## src/rtl/scan_pkg.sv

```systemverilog
// Shared types and helpers for the window scan controller.
package scan_pkg;

  typedef enum logic [1:0] {
    ST_IDLE   = 2'd0,
    ST_ACTIVE = 2'd1,
    ST_DONE   = 2'd2
  } scan_state_e;

  // Counter width for n positions, never narrower than one bit.
  function automatic int unsigned clog2_min1(input int unsigned n);
    return (n > 1) ? $clog2(n) : 1;
  endfunction

endpackage

```

## src/rtl/counter.sv

```systemverilog
// Up/down counter with synchronous active-high clear and a look-ahead next value.
module counter #(
  parameter int unsigned Width = 4
) (
  input  logic             clk_i,
  input  logic             rst_i,
  input  logic             up_i,
  input  logic             down_i,
  output logic [Width-1:0] count_o,
  output logic [Width-1:0] next_count_o
);

  logic [Width-1:0] r_count;

  always_comb begin
    next_count_o = r_count;
    if (up_i && !down_i) begin
      next_count_o = r_count + Width'(1);
    end else if (down_i && !up_i) begin
      next_count_o = r_count - Width'(1);
    end
  end

  always_ff @(posedge clk_i) begin
    if (rst_i) begin
      r_count <= '0;
    end else begin
      r_count <= next_count_o;
    end
  end

  assign count_o = r_count;

endmodule

```

## src/rtl/window_scan_ctrl.sv

```systemverilog
// Raster scan controller: walks one frame pixel by pixel and flags pixels that
// complete a full KernelSize x KernelSize window.
module window_scan_ctrl
  import scan_pkg::*;
#(
  parameter int unsigned ImgWidth   = 64,
  parameter int unsigned ImgHeight  = 48,
  parameter int unsigned KernelSize = 3
) (
  input  logic                                clk_i,
  input  logic                                rst_ni,
  input  logic                                start_i,
  input  logic                                valid_i,
  output logic                                ready_o,
  output logic                                valid_o,
  input  logic                                ready_i,
  output logic                                line_wr_o,
  output logic [scan_pkg::clog2_min1(ImgWidth)-1:0]  col_o,
  output logic [scan_pkg::clog2_min1(ImgHeight)-1:0] row_o,
  output logic                                busy_o,
  output logic                                frame_done_o
);

  localparam int unsigned ColWidth = clog2_min1(ImgWidth);
  localparam int unsigned RowWidth = clog2_min1(ImgHeight);

  scan_state_e r_state;
  scan_state_e w_state_next;

  logic                w_active;
  logic                w_beat;
  logic                w_col_wrap;
  logic                w_row_wrap;
  logic [ColWidth-1:0] w_col;
  logic [ColWidth-1:0] w_col_next;
  logic [RowWidth-1:0] w_row;
  logic [RowWidth-1:0] w_row_next;

  assign w_active = rst_ni && (r_state == ST_ACTIVE);
  assign ready_o  = w_active && ready_i;
  assign w_beat   = valid_i && ready_o;

  // A counter is at its last position exactly when its incremented value
  // equals the extent (modulo the counter width).
  assign w_col_wrap = w_beat && (w_col_next == ColWidth'(ImgWidth));
  assign w_row_wrap = w_col_wrap && (w_row_next == RowWidth'(ImgHeight));

  counter #(.Width(ColWidth)) u_col_cnt (
    .clk_i        (clk_i),
    .rst_i        (!rst_ni || w_col_wrap),
    .up_i         (w_beat),
    .down_i       (1'b0),
    .count_o      (w_col),
    .next_count_o (w_col_next)
  );

  counter #(.Width(RowWidth)) u_row_cnt (
    .clk_i        (clk_i),
    .rst_i        (!rst_ni || w_row_wrap),
    .up_i         (w_col_wrap),
    .down_i       (1'b0),
    .count_o      (w_row),
    .next_count_o (w_row_next)
  );

  always_ff @(posedge clk_i) begin
    if (!rst_ni) begin
      r_state <= ST_IDLE;
    end else begin
      r_state <= w_state_next;
    end
  end

  always_comb begin
    w_state_next = r_state;
    case (r_state)
      ST_IDLE:   if (start_i) w_state_next = ST_ACTIVE;
      ST_ACTIVE: if (w_row_wrap) w_state_next = ST_DONE;
      ST_DONE:   w_state_next = ST_IDLE;
      default:   w_state_next = ST_IDLE;
    endcase
  end

  assign valid_o = w_beat
                && (w_row >= RowWidth'(KernelSize - 1))
                && (w_col >= ColWidth'(KernelSize - 1));

  assign line_wr_o    = w_beat;
  assign col_o        = w_col;
  assign row_o        = w_row;
  assign busy_o       = w_active;
  assign frame_done_o = rst_ni && (r_state == ST_DONE);

endmodule

```

## config.mk

```make
export PLATFORM = sky130hd
export DESIGN_NAME = window_scan_ctrl
export DESIGN_NICKNAME = d
export VERILOG_FILES = /design/src/rtl/scan_pkg.sv /design/src/rtl/counter.sv /design/src/rtl/window_scan_ctrl.sv
export SDC_FILE = /design/constraint.sdc
export NUM_CORES = 1
export LEC_CHECK = 0
export CORE_MARGIN = 2
export CORE_UTILIZATION = 60
export CTS_CLUSTER_DIAMETER = 200
export DETAILED_ROUTE_END_ITERATION = 16
export DONT_BUFFER_PORTS = 1
export GPL_TIMING_DRIVEN = 0
export PLACE_DENSITY = 0.76
export SYNTH_ARGS = -nofsm -noshare
export SYNTH_HDL_FRONTEND = slang
export SYNTH_SLANG_ARGS = --single-unit
```

## constraint.sdc

```tcl
create_clock -name clk_i -period 2.7 [get_ports clk_i]
set_input_delay 0.675 -clock clk_i [delete_from_list [all_inputs] [get_ports clk_i]]
set_output_delay 0.675 -clock clk_i [all_outputs]
set_load 0.02 [all_outputs]
```

==> results of run 1 <==
## critical path: stages, from the launching register on
cell and delay, ns:
dfxtp_1 0.40, clkbuf_1 0.25, or4_1 0.53, nor3_1 0.20, a211oi_2 0.13
## power by group through the flow
stage	Combinational, mW	Clock, mW	Sequential (mW)
after global placement	0.0166	0	0.221
after detailed placement	0.0170	0	0.221
final	0.0173	0.151	0.216
after floorplan	0.0141	0	0.220
after global routing	0.0195	0.161	0.217
after CTS	0.0171	0.154	0.216
## per-stage QoR
step	hold WS, ns	cells	setup slack, ns	utilization [%]
after global placement	0.4556	122	0.1618	66.98
after global routing	0.4944	126	0.1128	70.08
after CTS	0.4872	126	0.04356	69.70
after floorplan	0.4377	107	0.3039	-
after detailed placement	0.4720	122	0.1446	66.98
final	0.4850	126	0.2310	70.08
## per-layer routing
| metal | wire length, um | up-vias | part of all wire (%) |
|---|---|---|---|
| li1 | - | 388 | - |
| met1 | 815 | 369 | 46 |
| met2 | 758 | 34 | 43 |
| met3 | 145 | 5 | 8.3 |
| met4 | 36 | 0 | 2.1 |
| met5 | 0 | - | 0 |
## state kept, by name (all words and copies together), names as in the netlist
signal	flops
r_state	2
u_col_cnt.count_o	6
u_row_cnt.count_o	6
## area by class of cell
class / count / share of cell area [%]
Sequential cell: 14 / 29.99
Inverter: 5 / 2.008
Multi-Input combinational cell: 84 / 60.11
Buffer: 4 / 2.008
Clock buffer: 4 / 3.882
Tap cell: 15 / 2.008
## placed cells by master (no fill, tap or decap), types with 2 or more instances in the layout
cell type / count
clkbuf_1: 3
inv_1: 4
xnor2_1: 5
dfxtp_1: 14
nand2_1: 10
ha_1: 4
nand4_1: 4
nor3_1: 2
nor4_1: 3
clkbuf_4: 3
nor2_1: 14
nand3_1: 3
a31oi_1: 2
o21ai_0: 4
a21oi_1: 5
or3_1: 3
xor2_1: 5
## worst max path at each step
stage | from | end | slack, ns | cells after the start
2_1_floorplan | rst_ni | valid_o | 0.30 | 3
3_3_place_gp | rst_ni | valid_o | 0.16 | 3
3_5_place_dp | rst_ni | valid_o | 0.14 | 3
4_1_cts | u_row_cnt.count_o[3] | valid_o | 0.04 | 4
5_1_grt | u_row_cnt.count_o[3] | valid_o | 0.11 | 4
6_report | u_row_cnt.count_o[3] | valid_o | 0.23 | 4
## timing repair
item                       4_1_cts  5_1_grt
resized for setup                0        1
hold buffers                     0        0
setup endpoints to repair        0        1
## logic make-up (layout without fill, tap and decap cells)
kind of cell / after synthesis / count (layout) / synth area share [%]
adders and majority gates: 4 / 4 / 5.723
AOI/OAI and AO/OA: 16 / 16 / 10.73
xor gates and xnor gates: 10 / 10 / 10.01
DFF: 14 / 14 / 32.05
and+or+nand+nor: 54 / 54 / 37.20
buffers and inverters: 9 / 13 / 4.291
==> metrics.txt, run 1 <==
Final Cycle Share=between 90 and 100%; All-Layer GR Usage=between 20% and 30%; Setup TNS=0 ns; syn nets=approximately 120; global routing's busiest layer=met2; Final setup violation count=0; Die ar.=roughly 0.0018 mm2; Synth Warn #=0; ys flop type=dfxtp_1; Pwr per Cell Area=411.4 mW/mm2; Seq cells post-synth=14; Leak Pwr=about 0.32 nW; layout cells sized above 1=between 10% and 20%; final hold vios=0; Final min period=~2.5 ns; reg2reg setup slack=0.42 ns; dpl hpwl=approximately 1.3 mm; outcome=completed; post-synth cell types=38; Starting Density=65.57%; Synth top area share=roughly 32%; number of global-route vias before repair=between 700 and 800; Synth async-reset ratio=0%; total power=just under 0.4 mW; synth top area cells=dfxtp_1, nor2_1, ha_1, xnor2_1, xor2_1; GRT overflow=0; top cells by count, synth=dfxtp_1, nor2_1, nand2_1; Hold Crit Depth=1; antenna violations before repair=0; Syn-to-layout area delta=6.867%; routed len/inst=about 14 um; via count=between 700 and 800; Worst Hold Endpoint=r_state[0]; Synth Instances=between 100 and 150; Synth area leader=dfxtp_1; Clk pwr share=between 30% and 40%; Ports=22; antenna violation net count after detailed routing=0; M3 GR Usage=4.741%; max_cap viols=0; capturing point of the worst reg2reg path=u_row_cnt.count_o[2]; internal cell power=slightly below 0.3 mW; clk_lat worst skew=0.28 ns; largest net degree at the start of global routing=11; HP Start=r_state[1]; drt pass-1 iters=4; buffer count from post-CTS setup fixing=0; sequential share of power=between 50% and 60%; first-pass GRT wire length=3.160 mm; GP Congestion=about 0.82; ant diodes=0; Hold WC Path Type=reg -> reg; grt met2 use=approximately 34%; Design Area, Final=about 930 um2; required time of the critical path=2.03 ns; combinational power share=between 4 and 5%; maximum clock path buffer count=2; Root Buffer Master=clkbuf_4; WL final=approximately 1.8 mm; Die H=42.18 um; Reg clk slew, reported paths=about 0.09 ns; 1st-iter DRT viols=28; worst-margin pin slew=0.6681 ns; worst vdd ir=approximately 0.29 mV; f_max=just over 0.4 GHz; switch share=a little under a quarter; fin nets=121; Net Sw Power=a little under 0.09 mW; RSZ-0062 raised after global routing=no; DRC=0; Max Slew Vio Count=0; Die X=~42 um; CTS Buf Count=3; Row Count=13; CTS Sinks=14; dpl cell area=roughly 890 um2; relative slew slack=55.36%; Syn Std Cell Area=approximately 870 um2; Multi-input gate area=between 500 and 600 um2; critical path class=reg -> out; worst reg-to-reg path cell count=7; Worst setup SP type=flop; Post-synth EDFFs=0; syn_area_per_cell=8.174 um2; FF+latch area=280.3 um2; TritonCTS clock tree=done; deepest level of the CTS H-tree=1; WP data arrival=between 1.5 and 2 ns; crit-path max FO=10; met1 usage=a little under a third; vias per cell=about 6.3; # port buffers=0; post-synthesis sequential area ratio=about a third; Filler cells=~120; Clock Skew=approximately 0.0047 ns; RR Startpoint=u_col_cnt.count_o[0]; Worst Setup End Kind=output pin; area of the core=between 0.001 and 0.0015 mm2
(Power assumes the default switching activity.)
==> run 2, diff against run 1 <==
--- a/config.mk
+++ b/config.mk
@@ -11,7 +11,7 @@
 export DETAILED_ROUTE_END_ITERATION = 16
 export DONT_BUFFER_PORTS = 1
 export GPL_TIMING_DRIVEN = 0
-export PLACE_DENSITY = 0.76
+export PLACE_DENSITY = 0.83
 export SYNTH_ARGS = -nofsm -noshare
 export SYNTH_HDL_FRONTEND = slang
 export SYNTH_SLANG_ARGS = --single-unit
==> metrics.txt, run 2 (synthesis results as in run 1) <==
total power=0.3475 mW (was 0.3846 mW); f_max=0.4007 GHz (was 0.4050 GHz); 1st-iter DRT viols=7 (was 28); WP data arrival=1.82 ns (was 1.79 ns); max_cap viols=0 (unchanged); layout cells sized above 1=10.91% (was 11.71%); critical path class=reg -> out (unchanged); relative slew slack=53.99% (was 55.36%); TritonCTS clock tree=done (unchanged); dpl cell area=893.4 um2 (unchanged); pre-CTS setup slack=0.1632 ns (was 0.1446 ns); antenna violation net count after detailed routing=0 (unchanged); Multi-input gate area=561.8 um2 (unchanged); CTS Buf Count=3 (unchanged); Clock Skew=0.003899 ns (was 0.004669 ns); Setup TNS=0 ns (unchanged); final hold vios=0 (unchanged); All-Layer GR Usage=22.18% (was 22.16%); deepest level of the CTS H-tree=1 (unchanged); Ports=22 (unchanged); worst vdd ir=0.2498 mV (was 0.2883 mV); clk_lat worst skew=0.28 ns (about the same); most frequent cells in the layout=nor2_1, dfxtp_1, nand2_1 (unchanged); Worst setup SP type=flop (unchanged); # port buffers=0 (unchanged); DRC=0 (unchanged); final core utilization=69.04% (was 70.08%); Filler cells=115 (was 118); WL final=1.702 mm (was 1.756 mm); area of the core=0.001334 mm2 (unchanged); Worst Setup End Kind=output pin (unchanged); Final Cycle Share=92.44% (was 91.45%); FF+latch area=280.3 um2 (unchanged); worst-margin pin slew=0.6887 ns (was 0.6681 ns); via count=774 (was 796); Final Instance Count excl. Fillers=125 (was 126); Reg clk slew, reported paths=0.07 ns (was 0.09 ns); Syn-to-layout area delta=5.293% (was 6.867%); Starting Density=65.57% (unchanged); vias per cell=6.192 (was 6.317); Leak Pwr=0.3176 nW (was 0.3248 nW); dpl hpwl=1.286 mm (was 1.274 mm); buffer count from post-CTS setup fixing=0 (unchanged); Max Slew Vio Count=0 (unchanged); largest net degree at the start of global routing=11 (unchanged); antenna violations before repair=0 (unchanged); Die ar.=0.001779 mm2 (unchanged); Pwr per Cell Area=377.4 mW/mm2 (was 411.4 mW/mm2); setup ws final=0.2042 ns (was 0.2310 ns); CTS Sinks=14 (unchanged); drt pass-1 iters=4 (unchanged); GRT overflow=0 (unchanged); RSZ-0062 raised after global routing=no (unchanged); maximum clock path buffer count=2 (unchanged); Die X=42.18 um (unchanged); ant diodes=0 (unchanged); fin nets=121 (unchanged); Die H=42.18 um (unchanged); number of global-route vias before repair=675 (was 725); routed len/inst=13.62 um (was 13.94 um); Final min period=2.496 ns (was 2.469 ns); Hold WC Path Type=reg -> reg (unchanged); outcome=completed (unchanged); crit-path max FO=10 (unchanged); Root Buffer Master=clkbuf_4 (unchanged); Design Area, Final=920.9 um2 (was 934.6 um2); placed cell count=122 (unchanged); GP Congestion=0.7991 (was 0.8232); final hold slack=0.4972 ns (was 0.4850 ns); Final setup violation count=0 (unchanged); Row Count=13 (unchanged); required time of the critical path=2.03 ns (about the same); first-pass GRT wire length=3.001 mm (was 3.160 mm)
==> run 2: changes by cell type in the layout (fill, tap and decap cells not counted), sizes merged <==
| cell | change |
|---|---|
| clkbuf | -1 |
==> run 2: area by class of cell <==
class                      count  area share, %
clock buffer                   3          2.446
sequential                    14          30.43
tap                           15          2.038
buffer                         4          2.038
inverter                       5          2.038
multi-input combinational     84          61.01
==> run 2: what timing repair did <==
action,CTS,global route
gates resized for setup,0,1
hold endpoints to repair,0,0
setup endpoints to repair,0,1
hold buffers,0,0
==> run 2: critical path: stages, from the launching register on <==
cell      delay [ns]
dfxtp_1         0.40
clkbuf_1        0.26
or4_1           0.54
nor3_1          0.21
a211oi_2        0.13
==> run 2: final timing paths <==
| check | from | end | slack [ns] | cells past startpoint |
|---|---|---|---|---|
| worst max-delay path | u_row_cnt.count_o[3] | valid_o | 0.20 | 4 |
| worst max register to register | u_col_cnt.count_o[0] | u_row_cnt.count_o[2] | 0.44 | 7 |
| worst min register to register | r_state[1] | r_state[0] | 0.50 | 1 |
| worst min-delay path | r_state[1] | r_state[0] | 0.50 | 1 |
==> run 2: report_power, final <==
group,total (mW),internal [mW],switching (mW)
combinational,0.0173,0.00596,0.0114
sequential,0.216,0.209,0.00683
clock,0.114,0.0518,0.0623
total,0.348,0.267,0.0805
==> run 2: routing by layer <==
metal	wire length, um	global-route usage (%)
met5	0	0
met3	97	9.483
met4	34	10.63
met2	744	33.54
met1	827	26.84
==> run 3, diff against run 2 <==
==> constraint.sdc (replaced) <==
create_clock -name clk_i -period 2.7 [get_ports clk_i]
set_input_delay 0.405 -clock clk_i [delete_from_list [all_inputs] [get_ports clk_i]]
set_output_delay 0.405 -clock clk_i [all_outputs]
set_load 0.02 [all_outputs]
==> metrics.txt, run 3 (synthesis results as in run 1) <==
outcome=completed (unchanged); RSZ-0062 raised after global routing=no (unchanged); final hold slack=0.3052 ns (was 0.4972 ns); Hold WC Path Type=in -> reg (was reg -> reg); antenna violations before repair=0 (unchanged); Die ar.=0.001779 mm2 (unchanged); max_cap viols=0 (unchanged); Die X=42.18 um (unchanged); worst reg-to-reg path cell count=7 (unchanged); Crit path largest cell delay=0.62 ns (was 0.54 ns); met1 usage=26.84% (unchanged); Reg clk slew, reported paths=0.07 ns (about the same); Row Count=13 (unchanged); Max Slew Vio Count=0 (unchanged); Crit path max-delay family=compound AO/OA/AOI/OAI gates (was simple AND/OR/NAND/NOR gates); TritonCTS clock tree=done (unchanged); Setup TNS=0 ns (unchanged); buffer count from post-CTS setup fixing=0 (unchanged); crit-path max FO=10 (unchanged); CTS Buf Count=3 (unchanged); 1st-iter DRT viols=12 (was 7); f_max=0.4156 GHz (was 0.4007 GHz); Hold Crit Depth=2 (was 1); required time of the critical path=2.30 ns (was 2.03 ns); Starting Density=65.57% (unchanged); Worst Setup End Kind=output pin (unchanged); critical path's slowest cell=a211oi_1 (was or4_1); # port buffers=0 (unchanged); WL final=1.691 mm (was 1.702 mm); routed len/inst=13.53 um (was 13.62 um); grt met2 use=33.54% (unchanged); CTS hold repair buffers=0 (unchanged); DRC=0 (unchanged); critical path class=reg -> out (unchanged); WP data arrival=2.00 ns (was 1.82 ns); clk_lat worst skew=0.28 ns (about the same); Pwr per Cell Area=378.7 mW/mm2 (was 377.4 mW/mm2); layout cells sized above 1=10.00% (was 10.91%); most frequent cells in the layout=nor2_1, dfxtp_1, nand2_1 (unchanged); fin nets=121 (unchanged); deepest level of the CTS H-tree=1 (unchanged); relative slew slack=51.88% (was 53.99%); Post-CTS Resized=0 (unchanged); dpl hpwl=1.286 mm (unchanged); first-pass GRT wire length=3.001 mm (unchanged); Die H=42.18 um (unchanged); worst path bufs/invs=1 (unchanged); Ports=22 (unchanged); global routing's busiest layer=met2 (unchanged); Leak Pwr=0.3175 nW (was 0.3176 nW); reg2reg setup slack=0.45 ns (was 0.44 ns); drt pass-1 iters=4 (unchanged); vias per cell=6.216 (was 6.192); M3 GR Usage=9.483% (unchanged); number of global-route vias before repair=675 (unchanged); GRT overflow=0 (unchanged); Final setup violation count=0 (unchanged); RR Startpoint=u_col_cnt.count_o[0] (unchanged); Worst Hold Endpoint=r_state[0] (unchanged); largest net degree at the start of global routing=11 (unchanged); ant diodes=0 (unchanged); GP Congestion=0.7991 (unchanged); HP Start=start_i (was r_state[1]); capturing point of the worst reg2reg path=u_row_cnt.count_o[2] (unchanged); Syn-to-layout area delta=4.721% (was 5.293%); worst vdd ir=0.2498 mV (about the same); maximum clock path buffer count=2 (unchanged); crit path cell chain=clkbuf_1, or4_1, nor3_1, a211oi_1 (was clkbuf_1, or4_1, nor3_1, a211oi_2); via count=777 (was 774); CTS Sinks=14 (unchanged); worst-margin pin slew=0.7174 ns (was 0.6887 ns); Root Buffer Master=clkbuf_4 (unchanged); final hold vios=0 (unchanged); Final Cycle Share=89.11% (was 92.44%); All-Layer GR Usage=22.18% (unchanged); antenna violation net count after detailed routing=0 (unchanged); area of the core=0.001334 mm2 (unchanged); Final min period=2.406 ns (was 2.496 ns); Worst setup SP type=flop (unchanged); Clock Skew=0.003801 ns (was 0.003899 ns)
[run 3: layer usage]
metal,share of wire [%],vias to the layer above
met5,0,-
met4,2.0,0
li1,-,388
met1,49,368
met2,44,17
met3,5.5,4
[run 3: final cells by class]
type | count | area, um2
Buffer | 4 | 18.77
Clock buffer | 3 | 22.52
Fill cell | 116 | 417.9
Inverter | 5 | 18.77
Multi-Input combinational cell | 84 | 556.8
Sequential cell | 14 | 280.3
Tap cell | 15 | 18.77
[run 3: worst max path at each step]
stage,startpoint,to,slack (ns),cells after the start
2_1_floorplan,u_col_cnt.count_o[0],u_row_cnt.count_o[2],0.62,7
3_3_place_gp,u_col_cnt.count_o[0],u_row_cnt.count_o[2],0.50,7
3_5_place_dp,u_col_cnt.count_o[0],u_row_cnt.count_o[2],0.47,7
4_1_cts,u_row_cnt.count_o[3],valid_o,0.29,4
5_1_grt,u_row_cnt.count_o[3],valid_o,0.21,4
6_report,u_row_cnt.count_o[3],valid_o,0.29,4
[run 3: stage by stage]
step           util (%)  instance area [um2]  power [mW]  setup slack (ns)  std cells
2_1_floorplan         -                874.6      0.2339            0.6160        107
3_3_place_gp      66.98                893.4      0.2371            0.5012        122
3_5_place_dp      66.98                893.4      0.2379            0.4674        122
4_1_cts           68.67                915.9      0.3514            0.2855        125
5_1_grt           68.67                915.9      0.3644            0.2144        125
6_report          68.67                915.9      0.3469            0.2940        125
[run 3: where the power goes]
group / switching, mW / internal [mW] / total (mW)
sequential: 0.00682 / 0.209 / 0.216
combinational: 0.0110 / 0.00594 / 0.0170
clock: 0.0620 / 0.0518 / 0.114
